--- config.mk ---
export PLATFORM = sky130hd
export DESIGN_NAME = pipe_skid_reg
export DESIGN_NICKNAME = d
export VERILOG_FILES = /design/src/rtl/pipe_skid_reg.sv
export SDC_FILE = /design/constraint.sdc
export NUM_CORES = 1
export LEC_CHECK = 0
export ABC_CLOCK_PERIOD_IN_PS = 1700
export CAP_MARGIN = 20
export CELL_PAD_IN_SITES_DETAIL_PLACEMENT = 2
export CELL_PAD_IN_SITES_GLOBAL_PLACEMENT = 2
export CORE_UTILIZATION = 30
export DETAILED_ROUTE_END_ITERATION = 7
export MAX_ROUTING_LAYER = met4
export PLACE_DENSITY = 0.7
export RECOVER_POWER = 100
export SYNTH_ARGS = -nofsm -noshare
export SYNTH_HDL_FRONTEND = slang
export SYNTH_SLANG_ARGS = --single-unit
--- constraint.sdc ---
create_clock -name clk -period 1.7 [get_ports clk]
set_input_delay 0.17 -clock clk [delete_from_list [all_inputs] [get_ports clk]]
set_output_delay 0.17 -clock clk [all_outputs]
set_load 0.02 [all_outputs]
--- src/rtl/pipe_skid_reg.sv ---
// pipe_skid_reg
// -------------
// One-entry pipeline register with a single skid slot. The main register
// drives out_data directly. The skid register catches the one word that can
// arrive in the cycle where the consumer stops taking data. in_ready depends
// only on registered state, so the upstream handshake is never
// combinationally coupled to out_ready or stall.
//
// Parameters
//   WIDTH          payload width in bits (1..256)
//   CLEAR_ON_FLUSH 1: flush zeroes main and skid; 0: flush keeps their contents
//
// Ports
//   clk        rising-edge clock
//   rst        asynchronous active-low reset
//   flush      synchronous discard of every held entry; beats any transfer
//   stall      downstream hold; blocks out_fire while high
//   in_valid   upstream offers in_data
//   in_data    upstream payload
//   in_ready   stage can accept in_data this cycle (registered)
//   out_valid  out_data holds a valid entry (registered)
//   out_data   oldest held payload (registered)
//   out_ready  downstream accepts out_data
//
// Optional build macro PIPE_SKID_REG_PERF_EN adds two saturating counters:
//   stall_cnt  cycles in which a valid output was not transferred
//   flush_cnt  flush cycles that discarded a valid output
module pipe_skid_reg #(
    parameter int WIDTH          = 32,
    parameter bit CLEAR_ON_FLUSH = 1'b1
) (
    input  logic             clk,
    input  logic             rst,
    input  logic             flush,
    input  logic             stall,
    input  logic             in_valid,
    input  logic [WIDTH-1:0] in_data,
    output logic             in_ready,
    output logic             out_valid,
    output logic [WIDTH-1:0] out_data,
    input  logic             out_ready
`ifdef PIPE_SKID_REG_PERF_EN
    ,
    output logic [15:0]      stall_cnt,
    output logic [15:0]      flush_cnt
`endif
);

    typedef enum logic [1:0] {
        EMPTY = 2'd0,
        ONE   = 2'd1,
        FULL  = 2'd2
    } state_t;

    state_t           state_q;
    state_t           state_d;
    logic             in_ready_d;
    logic             out_valid_d;
    logic             load_main;
    logic             load_skid;
    logic             main_from_skid;
    logic             in_fire;
    logic             out_fire;
    logic [WIDTH-1:0] main_q;
    logic [WIDTH-1:0] skid_q;

    assign in_fire  = in_valid & in_ready;
    assign out_fire = out_valid & out_ready & ~stall;
    assign out_data = main_q;

    // State register. The handshake outputs get their own flops, loaded from
    // the next state, so both are pure register outputs.
    always_ff @(posedge clk or negedge rst) begin
        if (!rst) begin
            state_q   <= EMPTY;
            in_ready  <= 1'b1;
            out_valid <= 1'b0;
        end else begin
            state_q   <= state_d;
            in_ready  <= in_ready_d;
            out_valid <= out_valid_d;
        end
    end

    // Next-state and datapath enables. In ONE with both sides firing, the
    // consumer takes main while the new word replaces it, so occupancy stays
    // at one. in_fire cannot occur in FULL because in_ready is low there.
    // Flush is evaluated last so it overrides every transfer.
    always_comb begin
        state_d        = state_q;
        load_main      = 1'b0;
        load_skid      = 1'b0;
        main_from_skid = 1'b0;
        case (state_q)
            EMPTY: begin
                if (in_fire) begin
                    state_d   = ONE;
                    load_main = 1'b1;
                end
            end
            ONE: begin
                if (in_fire && !out_fire) begin
                    state_d   = FULL;
                    load_skid = 1'b1;
                end else if (out_fire && !in_fire) begin
                    state_d = EMPTY;
                end else if (out_fire && in_fire) begin
                    load_main = 1'b1;
                end
            end
            FULL: begin
                if (out_fire) begin
                    state_d        = ONE;
                    main_from_skid = 1'b1;
                end
            end
            default: begin
                state_d = EMPTY;
            end
        endcase
        if (flush) begin
            state_d        = EMPTY;
            load_main      = 1'b0;
            load_skid      = 1'b0;
            main_from_skid = 1'b0;
        end
    end

    // Output decode of the next state, registered by the state register.
    always_comb begin
        in_ready_d  = (state_d != FULL);
        out_valid_d = (state_d != EMPTY);
    end

    // Payload registers. Main keeps its last value while empty, so a drained
    // stage still shows the final word unless reset or a clearing flush hits.
    always_ff @(posedge clk or negedge rst) begin
        if (!rst) begin
            main_q <= '0;
            skid_q <= '0;
        end else if (flush) begin
            if (CLEAR_ON_FLUSH) begin
                main_q <= '0;
                skid_q <= '0;
            end
        end else begin
            if (main_from_skid) begin
                main_q <= skid_q;
            end else if (load_main) begin
                main_q <= in_data;
            end
            if (load_skid) begin
                skid_q <= in_data;
            end
        end
    end

`ifdef PIPE_SKID_REG_PERF_EN
    // Performance counters. Both saturate at 0xFFFF. A cycle counts as
    // stalled whenever a valid output is not transferred, whether stall or
    // a low out_ready is the cause.
    always_ff @(posedge clk or negedge rst) begin
        if (!rst) begin
            stall_cnt <= '0;
            flush_cnt <= '0;
        end else begin
            if (out_valid && !(out_ready && !stall) && (stall_cnt != 16'hFFFF)) begin
                stall_cnt <= stall_cnt + 16'd1;
            end
            if (flush && out_valid && (flush_cnt != 16'hFFFF)) begin
                flush_cnt <= flush_cnt + 16'd1;
            end
        end
    end
`endif

endmodule

==> flow_metrics.tcl <==
set metrics [dict create \
    status "completed" \
    fin_nets 388 \
    drive_gt1_frac 0.113 \
    cap_violations 0 \
    synth_flop_cell "dfrtp_1" \
    endpoint_kind "register" \
    wire_per_inst_um 17.6 \
    port-buffer-count 71 \
    grt.total_usage 0.176 \
    cts_buffers 9 \
    grt_setup_unrepaired "no" \
    antennaDiodeCount 0 \
    setup-violations-final 0 \
    synth_seq_cells 68 \
    crit_fanout 8 \
    power-per-cell-area_nw_per_um2 942 \
    max_slew_margin 0.384 \
    cp-start-kind "register" \
    synth_edf_count 0 \
    viasPerCell 4.76 \
    drt_iter0_drc 59 \
    die_w_um 105 \
    max-vdd-ir-drop_v 0.000432 \
    post-route-period-util 0.937 \
    switching_share 0.279 \
    cts_post_setup_buffers_inserted 0 \
    die_y_um 105 \
    ant_nets 0 \
    detail_route.first_pass.iterations 4 \
    synth.net_count 305 \
    max_freq_mhz 628 \
    total_power_mw 4.13 \
    ys_types 24 \
    p_seq_frac 0.439 \
    switching_power_mw 1.15 \
    clk_pin_slew_worst_paths_ns 0.07 \
    post-route-util 0.424 \
    drcViolationCount 0 \
    crit_type "register to register" \
    arrival_ns 1.82 \
    grt_antenna_before_repair 0 \
    synth-async-reset-ratio 1.00 \
    hpwl_mm 5.69 \
    start_util 0.308 \
    hp-class "input pin to register" \
    p_clk_frac 0.371 \
    area_delta_synth_final_pct 37.7 \
    intPower_mw 2.98 \
    seq_area_frac_synth 0.535 \
    cts_tree "yes" \
    coreArea_sq_um 10300 \
    gp_congestion 0.707 \
    drv_slew 0 \
    clock-sinks 68 \
    cts-root-buf "clkbuf_8" \
    syn_area_per_cell_sq_um 11.9 \
    synth_area_sq_um 3180 \
    grt_overflow 0 \
    hold_violations 0 \
    floorplan.rows 37 \
    worst_slew_pin_slew_ns 0.924 \
    vias 2338 \
    yosys_warnings 0 \
    required_ns 1.93 \
    clock_latency_ns 0.35 \
    grt_first_pass_wirelength_mm 14.3 \
    grt_pass1_vias 2712 \
    fin_crit_ns 1.59 \
    pwr-share-comb 0.190 \
    io_pins 72 \
    fin_skew_ns 0.0110 \
    htreeDepth 3 \
    p_leak_nw 2.04 \
    wl_mm 8.64 \
    netlist_instances 267 \
    dieArea_sq_um 11000 \
    cts_max_path_buffers 2 \
    grt_max_degree 39 \
]
## flip-flops by register name (all words and copies together) (netlist names)
signal and cells:
out_data 32, skid_q 32, state_q 2, in_ready 1, out_valid 1
## worst max-delay path, stage by stage (launching register included)
cell and delay, ns:
dfstp_1 0.55, nand2_1 0.09, nor2_1 0.16, buf_4 0.15
a31oi_2 0.12, clkbuf_2 0.21, a22o_1 0.21
## power groups by stage
| stage | clock network (mW) | registers, mW | logic [mW] |
|---|---|---|---|
| floorplan | 0 | 1.94 | 0.285 |
| detailed placement | 0 | 1.85 | 0.835 |
| global placement | 0 | 1.84 | 0.813 |
| CTS | 1.58 | 1.82 | 0.844 |
| global route | 1.63 | 1.83 | 0.850 |
| finish | 1.53 | 1.81 | 0.783 |
## cells by family after synthesis
| logic type | after synthesis | share of synthesized area |
|---|---|---|
| buffers and inverters | 49 | 0.0668 |
| AND/OR/NAND/NOR | 44 | 0.0881 |
| flip-flops | 68 | 0.535 |
| AO/OA/AOI/OAI | 42 | 0.109 |
| multiplexers | 64 | 0.201 |
## final cells by class
type,count,area [sq um]
inverter,32,120
clock buffer,10,138
clock inverter,6,86.3
sequential,68,1700
timing repair buffer,89,880
fill,1076,5940
multi-input combinational,150,1280
tap,136,170
## cell usage in the layout, fill, tap and decap left out, types with 2 or more instances in the layout
cell	instances
dfrtp_1	66
mux2i_1	64
clkdlybuf4s50_1	35
dlygate4sd3_1	34
nor2b_1	33
a22o_1	32
inv_1	32
clkbuf_8	10
buf_4	9
nand2_1	4
buf_12	4
a21oi_1	3
nor2_1	2
bufinv_16	2
clkinv_2	2
clkbuf_2	2
clkbuf_1	2
## stage by stage
| step | setup TNS (ns) | cell area, sq um | hold WS [ns] | worst slack, ns | cells |
|---|---|---|---|---|---|
| 3_3_place_gp | -3.02 | 4180 | 0.155 | -0.105 | 474 |
| 3_5_place_dp | -4.70 | 4180 | 0.165 | -0.169 | 474 |
| 5_1_grt | 0 | 4380 | 0.174 | 0.00144 | 491 |
| 2_1_floorplan | 0 | 3180 | -0.126 | 0.0790 | 267 |
| 6_report | 0 | 4380 | 0.165 | 0.107 | 491 |
| 4_1_cts | 0 | 4410 | 0.141 | 0.00854 | 491 |
## path summary, 6_finish.rpt
check,cells past startpoint,slack (ns),start,endpoint
setup / recovery,6,0.11,in_ready,skid_q[29]
hold / removal,2,0.16,flush,state_q[0]
setup reg to reg,6,0.11,in_ready,skid_q[29]
hold reg to reg,1,0.51,skid_q[4],skid_q[4]
max in group asynchronous,3,0.48,rst,out_data[22]
min in group asynchronous,2,0.48,rst,out_data[24]
## cells in the mapped netlist (all sizes together) (2+ instances only)
library cell | n | area, sq um
nor3 | 2 | 21.3
nor2b | 33 | 206
dfrtp | 67 | 1680
nand2 | 4 | 15.0
a31oi | 2 | 12.5
mux2i | 64 | 641
buf | 8 | 47.5
clkbuf | 9 | 45.0
a22o | 32 | 280
inv | 32 | 120
a21oi | 3 | 15.0
nor2 | 2 | 7.51
## repair_timing
action / 4_1_cts / 5_1_grt
hold buffers: 1 / 0
hold endpoints to repair: 29 / 0
endpoints found under the setup margin: 0 / 32
gates resized for setup: 0 / 2
## layer usage
layer / GRT usage / routed length [um]
met2: 0.282 / 4170
met4: 0.0624 / 103
met1: 0.221 / 4090
met3: 0.0349 / 285
met5: - / 0
Power figures use the tool's default switching activity.
